File: config.mk
export PLATFORM = sky130hd
export DESIGN_NAME = key_entry_buffer_flat
export DESIGN_NICKNAME = d
export VERILOG_FILES = /design/src/rtl/key_entry_buffer_if.sv /design/src/rtl/key_entry_buffer.sv /design/src/flat_wrapper.sv
export SDC_FILE = /design/constraint.sdc
export NUM_CORES = 1
export LEC_CHECK = 0
export ABC_AREA = 1
export CORE_MARGIN = 5
export CORE_UTILIZATION = 49
export DETAILED_ROUTE_END_ITERATION = 8
export PLACE_DENSITY = 0.79
export SLEW_MARGIN = 10
export SYNTH_ARGS = -nofsm -noshare
export SYNTH_HDL_FRONTEND = slang
export SYNTH_SLANG_ARGS = --single-unit
export TNS_END_PERCENT = 10
File: constraint.sdc
create_clock -name clk -period 1.7 [get_ports clk]
set_input_delay 0.51 -clock clk [delete_from_list [all_inputs] [get_ports clk]]
set_output_delay 0.51 -clock clk [all_outputs]
set_load 0.02 [all_outputs]
File: src/rtl/key_entry_buffer_if.sv
// Keypad-side and buffer-side signals of the key entry buffer, grouped as one bundle.
interface key_entry_buffer_if #(
  parameter int CODE_W = 4,
  parameter int DEPTH  = 6
);
  localparam int CNT_W = $clog2(DEPTH + 1);

  logic                       press;
  logic [CODE_W-1:0]          scan_code;
  logic                       bksp;
  logic                       clr;
  logic [DEPTH-1:0]           buf_flag;
  logic [DEPTH*CODE_W-1:0]    key_buf_code;
  logic [CNT_W-1:0]           count;
  logic                       full;
  logic                       key_accept;
  logic                       key_reject;
  logic                       overflow;

  // Keypad scanner / host side: drives requests, observes the buffer.
  modport master (
    output press, scan_code, bksp, clr,
    input  buf_flag, key_buf_code, count, full, key_accept, key_reject, overflow
  );

  // Buffer side: samples requests, presents the buffered codes.
  modport slave (
    input  press, scan_code, bksp, clr,
    output buf_flag, key_buf_code, count, full, key_accept, key_reject, overflow
  );
endinterface

File: src/rtl/key_entry_buffer.sv
// Key entry buffer: collects keypad scan codes newest-first in a packed shift
// buffer, with backspace, clear, and a selectable policy when the buffer is full.
module key_entry_buffer #(
  parameter int CODE_W    = 4,
  parameter int DEPTH     = 6,
  parameter bit FULL_MODE = 1'b0
) (
  input  logic              clk,
  input  logic              rst,
  key_entry_buffer_if.slave bus
);
  localparam int DATA_W = DEPTH * CODE_W;
  localparam int CNT_W  = $clog2(DEPTH + 1);
  localparam logic [CNT_W-1:0] CNT_MAX = CNT_W'(DEPTH);
  localparam logic [CNT_W-1:0] CNT_ONE = CNT_W'(1);

  logic              press_d, bksp_d, clr_d;
  logic              press_ev, bksp_ev, clr_ev;

  logic [DEPTH-1:0]  flag_q, flag_n;
  logic [DATA_W-1:0] code_q, code_n;
  logic [CNT_W-1:0]  count_q, count_n;
  logic              full_q, full_n;
  logic              accept_q, accept_n;
  logic              reject_q, reject_n;
  logic              ovf_q, ovf_n;

  // Only the rising edge of each request level counts, so a held key acts once.
  assign press_ev = bus.press & ~press_d;
  assign bksp_ev  = bus.bksp  & ~bksp_d;
  assign clr_ev   = bus.clr   & ~clr_d;

  // Next buffer state: one operation per clock, clear beats backspace beats press.
  always_comb begin
    flag_n   = flag_q;
    code_n   = code_q;
    count_n  = count_q;
    accept_n = 1'b0;
    reject_n = 1'b0;
    ovf_n    = ovf_q;
    if (clr_ev) begin
      flag_n  = '0;
      code_n  = '0;
      count_n = '0;
      ovf_n   = 1'b0;
    end else if (bksp_ev) begin
      if (count_q != '0) begin
        code_n  = code_q >> CODE_W;
        flag_n  = flag_q >> 1;
        count_n = count_q - CNT_ONE;
      end
    end else if (press_ev) begin
      if (!full_q || !FULL_MODE) begin
        code_n   = (code_q << CODE_W) | DATA_W'(bus.scan_code);
        flag_n   = (flag_q << 1) | DEPTH'(1);
        accept_n = 1'b1;
        if (full_q) begin
          ovf_n = 1'b1;
        end else begin
          count_n = count_q + CNT_ONE;
        end
      end else begin
        reject_n = 1'b1;
        ovf_n    = 1'b1;
      end
    end
    full_n = (count_n == CNT_MAX);
  end

  // Edge registers and all outputs; reset wipes everything immediately.
  always_ff @(posedge clk or negedge rst) begin
    if (!rst) begin
      press_d  <= 1'b0;
      bksp_d   <= 1'b0;
      clr_d    <= 1'b0;
      flag_q   <= '0;
      code_q   <= '0;
      count_q  <= '0;
      full_q   <= 1'b0;
      accept_q <= 1'b0;
      reject_q <= 1'b0;
      ovf_q    <= 1'b0;
    end else begin
      press_d  <= bus.press;
      bksp_d   <= bus.bksp;
      clr_d    <= bus.clr;
      flag_q   <= flag_n;
      code_q   <= code_n;
      count_q  <= count_n;
      full_q   <= full_n;
      accept_q <= accept_n;
      reject_q <= reject_n;
      ovf_q    <= ovf_n;
    end
  end

  assign bus.buf_flag     = flag_q;
  assign bus.key_buf_code = code_q;
  assign bus.count        = count_q;
  assign bus.full         = full_q;
  assign bus.key_accept   = accept_q;
  assign bus.key_reject   = reject_q;
  assign bus.overflow     = ovf_q;
endmodule

File: src/flat_wrapper.sv
// flat-port wrapper written by rule: the top's interface ports become plain ports
module key_entry_buffer_flat 
#(
  parameter int CODE_W    = 4,
  parameter int DEPTH     = 6,
  parameter bit FULL_MODE = 1'b0
)
  (clk, rst, bus_press, bus_scan_code, bus_bksp, bus_clr, bus_buf_flag, bus_key_buf_code, bus_count, bus_full, bus_key_accept, bus_key_reject, bus_overflow);
  key_entry_buffer_if #(.CODE_W(CODE_W), .DEPTH(DEPTH)) bus_i ();
  input  logic clk;
  input  logic rst;
  input wire logic [$bits(bus_i.press)-1:0] bus_press;
  input wire logic [$bits(bus_i.scan_code)-1:0] bus_scan_code;
  input wire logic [$bits(bus_i.bksp)-1:0] bus_bksp;
  input wire logic [$bits(bus_i.clr)-1:0] bus_clr;
  output wire logic [$bits(bus_i.buf_flag)-1:0] bus_buf_flag;
  output wire logic [$bits(bus_i.key_buf_code)-1:0] bus_key_buf_code;
  output wire logic [$bits(bus_i.count)-1:0] bus_count;
  output wire logic [$bits(bus_i.full)-1:0] bus_full;
  output wire logic [$bits(bus_i.key_accept)-1:0] bus_key_accept;
  output wire logic [$bits(bus_i.key_reject)-1:0] bus_key_reject;
  output wire logic [$bits(bus_i.overflow)-1:0] bus_overflow;
  assign bus_i.press = bus_press;
  assign bus_i.scan_code = bus_scan_code;
  assign bus_i.bksp = bus_bksp;
  assign bus_i.clr = bus_clr;
  assign bus_buf_flag = bus_i.buf_flag;
  assign bus_key_buf_code = bus_i.key_buf_code;
  assign bus_count = bus_i.count;
  assign bus_full = bus_i.full;
  assign bus_key_accept = bus_i.key_accept;
  assign bus_key_reject = bus_i.key_reject;
  assign bus_overflow = bus_i.overflow;
  key_entry_buffer #(.CODE_W(CODE_W), .DEPTH(DEPTH), .FULL_MODE(FULL_MODE)) u_core (.clk(clk), .rst(rst), .bus(bus_i));
endmodule
; After elaboration in Yosys (flattened, before gate mapping)
; Cells that the tools add are included.
[totals]
inputBits = 9
register_bits = 39
[classes]
reduce_logical = 6
n_eq_ne = 3
bitwise_logic = 7
add_sub_neg = 2
n_mux = 20
[op_table]
columns = cell, count
row1 = $mux W24, 4
row2 = $mux W6, 4
row3 = $or A24 B4 Y24, 1
row4 = $mux W3, 5
row5 = $mux W1, 7
row6 = $reduce_bool A3 Y1, 2
row7 = $reduce_bool A2 Y1, 2
row8 = $add A3 B1 Y3 const B, 1
row9 = $and A1 B1 Y1, 3
row10 = $eq A3 B3 Y1 const B, 1
row11 = $ne A3 B3 Y1 const B, 1
row12 = $not A1 Y1, 3
row13 = $reduce_and A3 Y1, 1
row14 = $sub A3 B1 Y3 const B, 1
row15 = $ne A2 B2 Y1 const B, 1
row16 = $reduce_and A2 Y1, 1

; Longest topological paths before layout
[depth]
ltp_word = 6
mapped_depth = 9
ltp_nobuf = 9

; Worst setup path after synthesis
; OpenSTA, ideal clock, no wires.
[synth_timing]
kind = register to register
start = reg u_core.count_q[0], in the netlist u_core.bus.count[0]
end = reg u_core.flag_q[5], in the netlist u_core.bus.buf_flag[5]
slack_ps = 248
path_buffers = 1
arrival_ps = 1325
period_less_slack_ps = 1452
stages_incl_launch_ff = 8
setup_ps = 127
cell_sequence = dfrtp_1 -> inv_1 -> ha_1 -> nand2_1 -> nand2_2 -> nand3_4 -> buf_2 -> o22ai_1
[synth_between]
elab_chain_cells = 3
[synth_lines]
columns = item, line_no
row1 = start: declaration, key_entry_buffer.sv:22  ; logic [CNT_W-1:0] count_q, count_n;
row2 = start signal: assignment, key_entry_buffer.sv:89  ; count_q <= count_n;
row3 = $reduce_bool A3 Y1, key_entry_buffer.sv:47  ; if (count_q != '0) begin
row4 = $ne A3 B3 Y1 (no source line), n/a
row5 = $reduce_and A2 Y1 (no source line), n/a
row6 = end signal: assignment, key_entry_buffer.sv:87  ; flag_q <= flag_n;
row7 = end: declaration, key_entry_buffer.sv:20  ; logic [DEPTH-1:0] flag_q, flag_n;
; Every way passes these cells.
; A chain may end at the register's enable or synchronous reset.

; Worst setup path after layout
[layout_timing]
start = in bus_bksp
end = reg u_core.code_q[9], in the netlist u_core.bus.key_buf_code[9]
[layout_between]
elab_chain_cells = 3
[layout_lines]
columns = item, line_no
row1 = start: declaration, flat_wrapper.sv:14  ; input wire logic [$bits(bus_i.bksp)-1:0] bus_bksp;
row2 = $and A1 B1 Y1 (*), key_entry_buffer.sv:30  ; assign bksp_ev = bus.bksp & ~bksp_d;
row3 = $ne A3 B3 Y1 (no source line) (tied with other cells), n/a
row4 = $reduce_and A2 Y1 (no source line) or $mux W24 (tied branches), n/a
row5 = end signal: assignment, key_entry_buffer.sv:88  ; code_q <= code_n;
row6 = end: declaration, key_entry_buffer.sv:21  ; logic [DATA_W-1:0] code_q, code_n;
; Mark *: on every way between the ends. The rest lies on a longest branch, timed or not.

==> results.toml <==
[sta]
finalSetupViolCount = 0
slew_viol_final = 0
fin_skew_ps = 11.4
fin_crit_ps = 1560
final.period_utilization_pct = 91.6
fin_hold_ws_ps = 120
hold_viol = 0
rsz0062_at_grt = "false"
clock.fmax_ghz = 0.642

[synthesis]
syn_area_um2 = 1940
avgSynthCellArea_um2 = 8.92
yosysSeqAreaShare_pct = 50.4
yosysUniqueCellTypes = 26
synth_top_area_share_pct = 50.4
ys_top_cells_by_area = "dfrtp_1 50%, nand2_1 8.7%, inv_1 8.0%, o22ai_1 6.5%, o21ai_2 4.5%"
yosysTopAreaCell = "dfrtp_1"
synthTopCellsByCount = "45 x nand2_1, 41 x inv_1, 39 x dfrtp_1"
ys_seq_elements = 39
synth-async-reset-ratio_pct = 100
synth_top_flop_cell = "dfrtp_1"
syn-num-nets = 229
synth_edf_count = 0
yosysMostFrequentCell = "nand2_1"
yosysWarnings = 0
postSynthCellCount = 217

[run_status]
status = "finished clean"

[setup_path]
cp.required_ps = 1920
cp_top_family = "buffers and inverters"
crit_arrival_ps = 1780
slowest_delay_ps = 530
critPathSlowestCell = "clkdlybuf4s50_1"
end_kind = "register"
crit_chain = "clkdlybuf4s50_1 -> nand2_4 -> inv_2 -> nand2_2 -> nand3_4 -> buf_12 -> nand2_1 -> o21ai_1"
crit_fanout = 26
crit_path_start_kind = "input port"
path_buf_inv = 3
crit_type = "input port to register"

[final_layout]
diodes = 0
final_util_pct = 68.1
layout-drive-gt1-share_pct = 17.2
n_fill_cell = 316
syn_to_final_growth_pct = 31.8
nets = 284

[floorplanning]
die_w_um = 72.9
rows = 22
coreArea_um2 = 3740
fp.dieArea_um2 = 5310
dieHeight_um = 72.9
boundaryPins = 46
start_util_pct = 51.7

[global_routing]
grt.overflow.total = 0
grt_pass1_vias = 1614
antenna_found_initial = 0
grtUsageTotal_pct = 18.4
grt_pass1_wl_mm = 7.53
grt_max_degree = 28

[cts]
cts_sinks = 39
numCtsBuffers = 5
insertion_delay_ps = 300
clkTransAtPathRegs_ps = 80
cts_tree = "yes"
cts_hold_buf = 0
clockBufferDepth = 2
root_buffer = "clkbuf_8"
h-tree-depth = 2

[placement]
gp_congestion = 0.866
port-buffer-count = 44
dp_hpwl_mm = 3.29

[min_path]
hold_class = "input port to async pin"

[routing]
viasPerCell = 5.06
firstDrtPassIters = 4
drc = 0
vias = 1623
drt_wl_total_mm = 4.38
wire_per_inst_um = 13.6
drtIter0Drc = 103
antenna_left = 0

[pwr]
p_leak_uw = 0.00132
power_density_nw_per_um2 = 1150
ir_worst_vdd_uv = 677

[run]
cap_violations = 0
[cell type report]
| class | count | area (um^2) | share of cell area [%] |
|---|---|---|---|
| tap | 48 | 60.1 | 2.35 |
| clock buffer | 6 | 82.6 | 3.24 |
| timing repair buffer | 58 | 533 | 20.9 |
| sequential | 39 | 976 | 38.3 |
| inverter | 43 | 161 | 6.33 |
| clock inverter | 2 | 13.8 | 0.539 |
| multi-input combinational | 125 | 724 | 28.4 |
[what timing repair did]
item / 4_1_cts / 5_1_grt
resized for setup: 36 / 1
buffers inserted: 0 / 0
endpoints found under the setup margin: 36 / 2
[registers in the layout (all words and copies together) (netlist names)]
| signal | cells |
|---|---|
| u_core.bksp_d | 1 |
| u_core.bus.buf_flag | 6 |
| u_core.bus.count | 3 |
| u_core.bus.full | 1 |
| u_core.bus.key_accept | 1 |
| u_core.bus.key_buf_code | 24 |
| u_core.bus.overflow | 1 |
| u_core.clr_d | 1 |
| u_core.press_d | 1 |
[through the flow]
step	TNS, ps	cell area [um^2]	cells	power (uW)	setup slack (ps)
after global routing	0	2550	321	3140	42.6
after global placement	-4180	2500	313	2390	-143
after detailed placement	-4840	2500	313	2420	-197
after CTS	0	2550	321	2980	124
final	0	2550	321	2940	142
after floorplan	0	1940	217	1910	248
[metal layers]
layer | global-route usage (%) | up-vias | share of wire (%)
li1 | - | 812 | -
met1 | 25.4 | 749 | 45
met2 | 28.1 | 56 | 46
met3 | 4.96 | 6 | 6.6
met4 | 6.15 | 0 | 1.4
met5 | 0 | - | 0
[kinds of logic after synthesis]
logic type	count (synthesis)	synth area share, %
AO/OA/AOI/OAI	57	19.7
AND/OR/NAND/NOR	64	15.5
other	1	0.194
adder cells (fa/ha/maj)	3	1.94
flip-flops	39	50.4
buffers and inverters	53	12.3
[path summary, 6_finish.rpt]
| check | endpoint | slack [ps] | start | depth (start not counted) |
|---|---|---|---|---|
| setup / recovery | u_core.bus.key_buf_code[9] | 140 | bus_bksp | 8 |
| hold / removal | u_core.bus.key_buf_code[11] | 120 | rst | 1 |
| setup reg to reg | u_core.bus.key_buf_code[14] | 230 | u_core.bus.count[0] | 8 |
| hold reg to reg | u_core.bus.overflow | 520 | u_core.bus.overflow | 2 |
| max in group asynchronous | u_core.bus.count[2] | 1040 | rst | 2 |
| min in group clk | u_core.bus.overflow | 520 | u_core.bus.overflow | 2 |
[cell usage in the layout (no fill, tap or decap), types with 2 or more instances in the layout]
master	instances
clkbuf_8	6
nand2_1	44
nor2_1	2
nand2_2	3
o22ai_2	4
inv_1	41
nand2_4	3
clkdlybuf4s50_1	7
ha_1	3
o22ai_1	20
nand3_1	7
buf_4	11
dfrtp_1	39
o21ai_0	6
buf_12	3
dlygate4sd2_1	36
o21ai_1	15
inv_2	2
o21ai_2	10
[report_power, final]
part           leakage, uW  internal [uW]  total (uW)  switching, uW
combinational     0.000754            418        1100            680
sequential        0.000513           1090        1180           94.8
clock            0.0000516            331         664            332
Power figures use the tool's default switching activity.
